File: src/rtl/d_scoreboard_if.sv
// Decode-side bundle for d_scoreboard: the issuing instruction, the source operands, and the stall/forwarding results.
// The decode control unit uses the master side and the scoreboard uses the slave side.
interface d_scoreboard_if #(
    parameter int NSRC  = 2,
    parameter int LAT_W = 3
);
    logic                    issue_valid;
    logic                    issue_we;
    logic [4:0]              issue_wreg;
    logic [LAT_W-1:0]        issue_tnew;
    logic                    flush;
    logic [NSRC*5-1:0]       src_addr;
    logic [NSRC*LAT_W-1:0]   src_tuse;
    logic [NSRC-1:0]         src_en;
    logic                    stall;
    logic [NSRC*3-1:0]       fwd_sel;
    logic [NSRC-1:0]         src_defer;

    modport master (
        output issue_valid, issue_we, issue_wreg, issue_tnew, flush,
        output src_addr, src_tuse, src_en,
        input  stall, fwd_sel, src_defer
    );

    modport slave (
        input  issue_valid, issue_we, issue_wreg, issue_tnew, flush,
        input  src_addr, src_tuse, src_en,
        output stall, fwd_sel, src_defer
    );
endinterface

File: src/rtl/d_scoreboard.sv
// Decode-stage hazard scoreboard: keeps a registered model of the in-flight slots and produces per-source forwarding selects and one stall.
// Optional macro D_SCOREBOARD_STATS_EN adds a 32-bit stall_cnt output that counts stall cycles.
module d_scoreboard #(
    parameter int NSRC  = 2,
    parameter int DEPTH = 3,
    parameter int LAT_W = 3
) (
    input  logic                 clk,
    input  logic                 reset,
    d_scoreboard_if.slave        bus
`ifdef D_SCOREBOARD_STATS_EN
    ,
    output logic [31:0]          stall_cnt
`endif
);

    localparam logic [LAT_W-1:0] CNT_ONE = LAT_W'(1);

    logic [DEPTH-1:0] slot_valid;
    logic [DEPTH-1:0] slot_we;
    logic [4:0]       slot_wreg [DEPTH];
    logic [LAT_W-1:0] slot_cnt  [DEPTH];

    logic [NSRC-1:0]   src_hazard;
    logic [NSRC-1:0]   defer_vec;
    logic [NSRC*3-1:0] sel_vec;
    logic              stall_int;

    // Slot 0 takes the issuing instruction; every older slot takes its younger neighbour
    // with the countdown saturating at zero.
    always_ff @(posedge clk) begin
        if (reset) begin
            slot_valid <= '0;
            slot_we    <= '0;
            for (int k = 0; k < DEPTH; k++) begin
                slot_wreg[k] <= '0;
                slot_cnt[k]  <= '0;
            end
        end else begin
            slot_valid[0] <= bus.issue_valid && !stall_int && !bus.flush;
            slot_we[0]    <= bus.issue_we;
            slot_wreg[0]  <= bus.issue_wreg;
            slot_cnt[0]   <= bus.issue_tnew;
            for (int k = 1; k < DEPTH; k++) begin
                slot_valid[k] <= slot_valid[k-1];
                slot_we[k]    <= slot_we[k-1];
                slot_wreg[k]  <= slot_wreg[k-1];
                slot_cnt[k]   <= (slot_cnt[k-1] == '0) ? '0 : slot_cnt[k-1] - CNT_ONE;
            end
        end
    end

    for (genvar s = 0; s < NSRC; s++) begin : g_src
        logic [4:0]       addr;
        logic [LAT_W-1:0] tuse;
        logic [DEPTH-1:0] match;
        logic             hit;
        logic [2:0]       hit_slot;
        logic [LAT_W-1:0] hit_cnt;
        logic [2:0]       sel;
        logic             defer;
        logic             hazard;

        assign addr = bus.src_addr[5*s +: 5];
        assign tuse = bus.src_tuse[LAT_W*s +: LAT_W];

        // Register 0 is hard-wired, so a zero source never matches.
        always_comb begin
            match = '0;
            for (int k = 0; k < DEPTH; k++) begin
                match[k] = bus.src_en[s] && slot_valid[k] && slot_we[k] &&
                           (slot_wreg[k] == addr) && (addr != 5'd0);
            end
        end

        // Scan from oldest to youngest so the youngest match wins.
        always_comb begin
            hit      = 1'b0;
            hit_slot = '0;
            hit_cnt  = '0;
            for (int k = DEPTH - 1; k >= 0; k--) begin
                if (match[k]) begin
                    hit      = 1'b1;
                    hit_slot = 3'(k);
                    hit_cnt  = slot_cnt[k];
                end
            end
        end

        always_comb begin
            sel    = '0;
            defer  = 1'b0;
            hazard = 1'b0;
            if (hit) begin
                if (hit_cnt == '0) begin
                    sel = hit_slot + 3'd1;
                end else if (hit_cnt <= tuse) begin
                    defer = 1'b1;
                end else begin
                    hazard = 1'b1;
                end
            end
        end

        assign sel_vec[3*s +: 3] = sel;
        assign defer_vec[s]      = defer;
        assign src_hazard[s]     = hazard;
    end

    assign stall_int     = |src_hazard;
    assign bus.stall     = stall_int;
    assign bus.fwd_sel   = sel_vec;
    assign bus.src_defer = defer_vec;

`ifdef D_SCOREBOARD_STATS_EN
    always_ff @(posedge clk) begin
        if (reset) begin
            stall_cnt <= '0;
        end else if (stall_int) begin
            stall_cnt <= stall_cnt + 32'd1;
        end
    end
`endif

endmodule

File: src/flat_wrapper.sv
// flat-port wrapper written by rule: the top's interface ports become plain ports
module d_scoreboard_flat 
#(
    parameter int NSRC  = 2,
    parameter int DEPTH = 3,
    parameter int LAT_W = 3
)
  (clk, reset, bus_issue_valid, bus_issue_we, bus_issue_wreg, bus_issue_tnew, bus_flush, bus_src_addr, bus_src_tuse, bus_src_en, bus_stall, bus_fwd_sel, bus_src_defer);
  d_scoreboard_if #(.NSRC(NSRC), .LAT_W(LAT_W)) bus_i ();
  input  logic clk;
  input  logic reset;
  input wire logic [$bits(bus_i.issue_valid)-1:0] bus_issue_valid;
  input wire logic [$bits(bus_i.issue_we)-1:0] bus_issue_we;
  input wire logic [$bits(bus_i.issue_wreg)-1:0] bus_issue_wreg;
  input wire logic [$bits(bus_i.issue_tnew)-1:0] bus_issue_tnew;
  input wire logic [$bits(bus_i.flush)-1:0] bus_flush;
  input wire logic [$bits(bus_i.src_addr)-1:0] bus_src_addr;
  input wire logic [$bits(bus_i.src_tuse)-1:0] bus_src_tuse;
  input wire logic [$bits(bus_i.src_en)-1:0] bus_src_en;
  output wire logic [$bits(bus_i.stall)-1:0] bus_stall;
  output wire logic [$bits(bus_i.fwd_sel)-1:0] bus_fwd_sel;
  output wire logic [$bits(bus_i.src_defer)-1:0] bus_src_defer;
  assign bus_i.issue_valid = bus_issue_valid;
  assign bus_i.issue_we = bus_issue_we;
  assign bus_i.issue_wreg = bus_issue_wreg;
  assign bus_i.issue_tnew = bus_issue_tnew;
  assign bus_i.flush = bus_flush;
  assign bus_i.src_addr = bus_src_addr;
  assign bus_i.src_tuse = bus_src_tuse;
  assign bus_i.src_en = bus_src_en;
  assign bus_stall = bus_i.stall;
  assign bus_fwd_sel = bus_i.fwd_sel;
  assign bus_src_defer = bus_i.src_defer;
  d_scoreboard #(.NSRC(NSRC), .DEPTH(DEPTH), .LAT_W(LAT_W)) u_core (.clk(clk), .reset(reset), .bus(bus_i));
endmodule
File: config.mk
export PLATFORM = sky130hd
export DESIGN_NAME = d_scoreboard_flat
export DESIGN_NICKNAME = d
export VERILOG_FILES = /design/src/rtl/d_scoreboard_if.sv /design/src/rtl/d_scoreboard.sv /design/src/flat_wrapper.sv
export SDC_FILE = /design/constraint.sdc
export NUM_CORES = 1
export LEC_CHECK = 0
export BUFFER_PORTS_ARGS = -buffer_cell sky130_fd_sc_hd__buf_2
export CORE_MARGIN = 2
export CORE_UTILIZATION = 54
export DETAILED_ROUTE_END_ITERATION = 10
export PLACE_DENSITY_LB_ADDON = 0.3
export RECOVER_POWER = 50
export SYNTH_ARGS = -nofsm -noshare
export SYNTH_HDL_FRONTEND = slang
export SYNTH_SLANG_ARGS = --single-unit
File: constraint.sdc
create_clock -name clk -period 3.09 [get_ports clk]
set_input_delay 0.1545 -clock clk [delete_from_list [all_inputs] [get_ports clk]]
set_output_delay 0.1545 -clock clk [all_outputs]
set_load 0.03 [all_outputs]
Yosys cells after proc, flatten, opt, wreduce, memory -nomap -nowiden. Memory sizes are Yosys's and may differ from the RTL's. Index checks and enable logic that the tools add are counted.

Multipliers: 0. $lt $le $gt $ge: 2. Bitwise logic cells: 6. Shifts and indexed selects: 0. Divide/modulo/power cells: 0. Reductions and logical operators: 35. Eq/ne operators: 6. Muxes and demuxes: 45. $add $sub $neg: 4.

Operators with widths (count): two-way mux 3 bit (15); == test 5 bit (6); logical AND 1 bit (26); two-way mux 1 bit (21); two-way mux 5 bit (3); logical NOT 3 bit (4); two-way mux 2 bit (6); nonzero test 5 bit (2); adder 2 x 1 -> 3 bit, second input constant (2); less-or-equal comparator 3 bit (2); bitwise OR 1 bit (6); subtractor 3 x 1 -> 3 bit, second input constant (2); logical NOT 1 bit (2); OR reduction 2 bit (1).

Input bits: 31. Logic and storage cells: 102. Bits in read-only memories: 0. Latch bits: 0. Output and inout port bits: 9. Memory bits (writable): 24. Register bits: 6. Memories: 2.

Memories: u_core.slot_wreg (words 3, bits a word 5, read ports 3, clocked after Yosys merged registers in 0, write ports 3, RTL line d_scoreboard.sv:21) `logic [4:0] slot_wreg [DEPTH];`; u_core.slot_cnt (words 3, bits a word 3, read ports 3, clocked after Yosys merged registers in 0, write ports 3, RTL line d_scoreboard.sv:22) `logic [LAT_W-1:0] slot_cnt [DEPTH];`.

Depth between registers and ports, before layout.
Word-level depth: 15. Mapped depth: 13. Gate-level depth less buffers: 11.

Worst setup path before layout. OpenSTA, ideal clock, no wires.

Path type: input -> output. From: in bus_src_addr[0]. To: out bus_stall. Data required time: 2.935 ns. Path slack: 0.213 ns. Stages on the path: 10. Path buffers: 0. Arrival time: 2.723 ns. Cell sequence: or4_1 o21a_2 and3_4 and3_4 o22a_4 ha_1 nor2b_1 o21a_1 o21ai_0 o21ai_0.

Word-level cells in the longest chain between the ends: 11. Elaborated cells on any way between the ends: 22. Classes of those cells: order compare (1); eq/ne (3); mux (9); reduce/logical (9).

RTL lines: from (decl) (RTL line flat_wrapper.sv:17) `input wire logic [$bits(bus_i.src_addr)-1:0] bus_src_addr;`; == test 5 bit (RTL line d_scoreboard.sv:72) `(slot_wreg[k] == addr) && (addr != 5'd0);`; logical AND 1 bit (RTL line d_scoreboard.sv:71) `match[k] = bus.src_en[s] && slot_valid[k] && slot_we[k] &&`; logical AND 1 bit (RTL line d_scoreboard.sv:72); two-way mux 3 bit (3 in a row) (RTL line d_scoreboard.sv:82) `if (match[k]) begin`; less-or-equal comparator 3 bit (RTL line d_scoreboard.sv:97) `end else if (hit_cnt <= tuse) begin`; two-way mux 1 bit (RTL line d_scoreboard.sv:97); two-way mux 1 bit (RTL line d_scoreboard.sv:95) `if (hit_cnt == '0) begin`; two-way mux 1 bit (*) (RTL line d_scoreboard.sv:94) `if (hit) begin`; OR reduction 2 bit (*) (RTL line d_scoreboard.sv:110) `assign stall_int = |src_hazard;`; to (decl) (RTL line flat_wrapper.sv:20) `output wire logic [$bits(bus_i.stall)-1:0] bus_stall;`.

Every way passes the cells marked *; elsewhere a longest branch is shown, timed or not.

==> run summary <==
drt first pass iters - 4
fin util - 0.6978
r2r setup slk - 450 ps
Nets - 303
min Tclk post-route - 3038 ps
WP depth - 12
status - completed
Synth Flop Type - dfxtp_1
Reg area - 614.3 um^2
Die H - 63.03 um
YS warnings - 0
final hold vios - 0
flops & latches, synth - 30
Max-Cap Viols - 0
Async S/R FF share, synth - 0
area leader, netlist - dfxtp_1
DR vias - 1674
Critical Path Most Common Cell - buf_4
Post-Syn Area - 1882 um^2
critical path data required time - 2940 ps
Area contributors post-synth - dfxtp_1 32%, nor2b_1 9.3%, xor2_1 8.8%
Cell Chain, Critical Path - xor2_1, nor4_2, buf_4, o2111ai_2, a31oi_2, ha_1, nor2b_1, o21a_1, o21ai_2, or2_1, o21ai_0, buf_4
area of the multi-input gates - 1301 um^2
CORE AREA - 3337 um^2
reg2reg start - u_core.slot_wreg[0][10]$_SDFF_PP0_
Hold Path Class - primary input to register
# fillers - 297
final setup vio count - 0
Post-route DRC - 0
Clock Tree Buf Depth - 2
Via-to-Cell Ratio - 5.471
fin crit share - 0.9832
Worst path top cell family by delay - compound AO/OA/AOI/OAI gates
hpwl dp - 3.165 mm
Pleak - 1.043 nW
H-tree depth - 2
clk_lat worst skew - 330 ps
Cells after Synth - 212
CP bufs+invs - 2
end point of the critical path - bus_stall
cts hold-fix bufs - 0
top-level port count - 40
Fin Setup TNS - 0 ps
clk slew on worst S/H paths - 90 ps
initial antenna violation count - 0
first-pass GRT wire length - 6.865 mm
initial DRC count - 94
Worst VDD drop - 0.2784 mV
WS Path Type - register to primary output
Starting Density - 0.5639
Avg WL per Cell - 14.48 um
reg2reg path depth - 12
ANT cells - 0
cts bufs inserted - 5
CTS tree - done
CP Max Fanout - 2
Unique masters post-synth - 44
Worst Setup SP - u_core.slot_wreg[0][10]$_SDFF_PP0_
total overflow reported by the global router - 0
pwr/cell area - 328.0 nW/um^2
Slew HR - 0.1970
pin count of the biggest net entering global routing - 29
Reg-to-Reg End - u_core.slot_valid[0]$_SDFF_PP0_
Worst Path Arrival - 2880 ps
final WL - 4.430 mm
layout cell share with drive strength beyond 1 - 0.3346
Setup crit end kind - primary output
final antenna-violating net count - 0
Worst-Margin Slew - 1204 ps
Die ar. - 3973 um^2
Total Power - 0.7638 mW
RSZ-0062 raised after global routing - yes
Total GRT Usage - 0.2260
Syn Nets - 255
P&R area growth vs syn - 23.74%
Max Clock Freq - 329.2 MHz
proportion of synthesized chip area in sequential cells - 0.3191
max-slew violations - 0
most frequent cells in the layout - 36 x buf_2, 28 x nor2b_1, 23 x dfxtp_1
CP Launch Type - register
GPL Wtd Cong - 0.9160
clock root cell - clkbuf_4
hold path start - bus_issue_tnew[1]
Worst path max stage delay - 420 ps
die width - 63.03 um
vias in the first global route - 1559
post-synth top area share - 0.3191
commonest non-fill, non-tap cell in the layout - buf_2
Post-Syn Area per Cell - 8.876 um^2
Post-synth EDFFs - 0
clock skew - 6.005 ps
# port buffers - 39
Rows - 21
Crit-path slowest cell - nor4_2
CTS Sinks - 30
## flip-flops by register name, indices dropped and copies added, names as in the netlist
signal,count
u_core.slot_we,3
u_core.slot_wreg,15
u_core.slot_cnt,9
u_core.slot_valid,3
## report_power, final
group	leakage [nW]	total [mW]	switching [mW]	internal, mW
registers	0.250	0.424	0.0184	0.405
clock network	0.0308	0.212	0.130	0.0815
logic	0.761	0.129	0.0671	0.0614
total	1.04	0.764	0.216	0.548
## area by class of cell
class,count,area share
clock buffers,5,0.01612
flip-flops and latches,30,0.2638
multi-input cells,163,0.5588
clock inverters,2,0.004299
well taps,46,0.02472
inverters,13,0.02096
repair buffers,47,0.1112
## how the worst min path moves through the flow
stage / cells after the start / to / slack (ps)
after floorplan: 1 / u_core.slot_wreg[0][0]$_SDFF_PP0_ / 280
after global placement: 2 / u_core.slot_wreg[0][0]$_SDFF_PP0_ / 360
after detailed placement: 2 / u_core.slot_we[0]$_SDFF_PP0_ / 370
after CTS: 2 / u_core.slot_cnt[0][1]$_SDFF_PP0_ / 9
after global routing: 2 / u_core.slot_we[0]$_SDFF_PP0_ / 20
final: 2 / u_core.slot_cnt[0][1]$_SDFF_PP0_ / 20
## synth_stat cells (3+ instances only)
library cell and count:
and3_1 5, buf_4 3, dfxtp_1 30, ha_1 12
inv_1 13, nand2_1 7, nand3_1 9, nand4_1 6
nor2_1 16, nor2b_1 28, nor3_1 3, nor4_1 5
o21a_1 4, o21ai_0 4, xnor2_1 11, xor2_1 19
## through the flow
step | hold slack [ps] | instances | cell area [um^2] | setup WS (ps)
after global routing | 20.90 | 306 | 2328 | -84.19
after detailed placement | 368.0 | 291 | 2100 | 96.59
after floorplan | 282.7 | 212 | 1882 | 212.5
final | 21.64 | 306 | 2328 | 52.00
after CTS | 9.075 | 302 | 2211 | 56.10
after global placement | 360.5 | 291 | 2100 | 129.5
## logic make-up after synthesis
logic type / Yosys count / share of synthesized area
simple gates: 94 / 0.2946
xor+xnor: 30 / 0.1396
compound gates: 26 / 0.1170
flops: 30 / 0.3192
mux: 1 / 0.005319
fa+ha+maj: 12 / 0.07979
buf+inv: 19 / 0.04455
## layer usage
| layer | track usage | part of all wire |
|---|---|---|
| met4 | 0.1056 | 0.022 |
| met1 | 0.2684 | 0.44 |
| met2 | 0.3777 | 0.49 |
| met5 | 0 | 0 |
| met3 | 0.05946 | 0.056 |
## repair_timing
| item | in CTS | in global routing |
|---|---|---|
| setup buffers | 4 | 4 |
| endpoints found under the setup margin | 3 | 3 |
| resized for setup | 10 | 20 |
| pin swaps | 3 | 11 |
No activity file was read; power rests on OpenSTA's default activity.
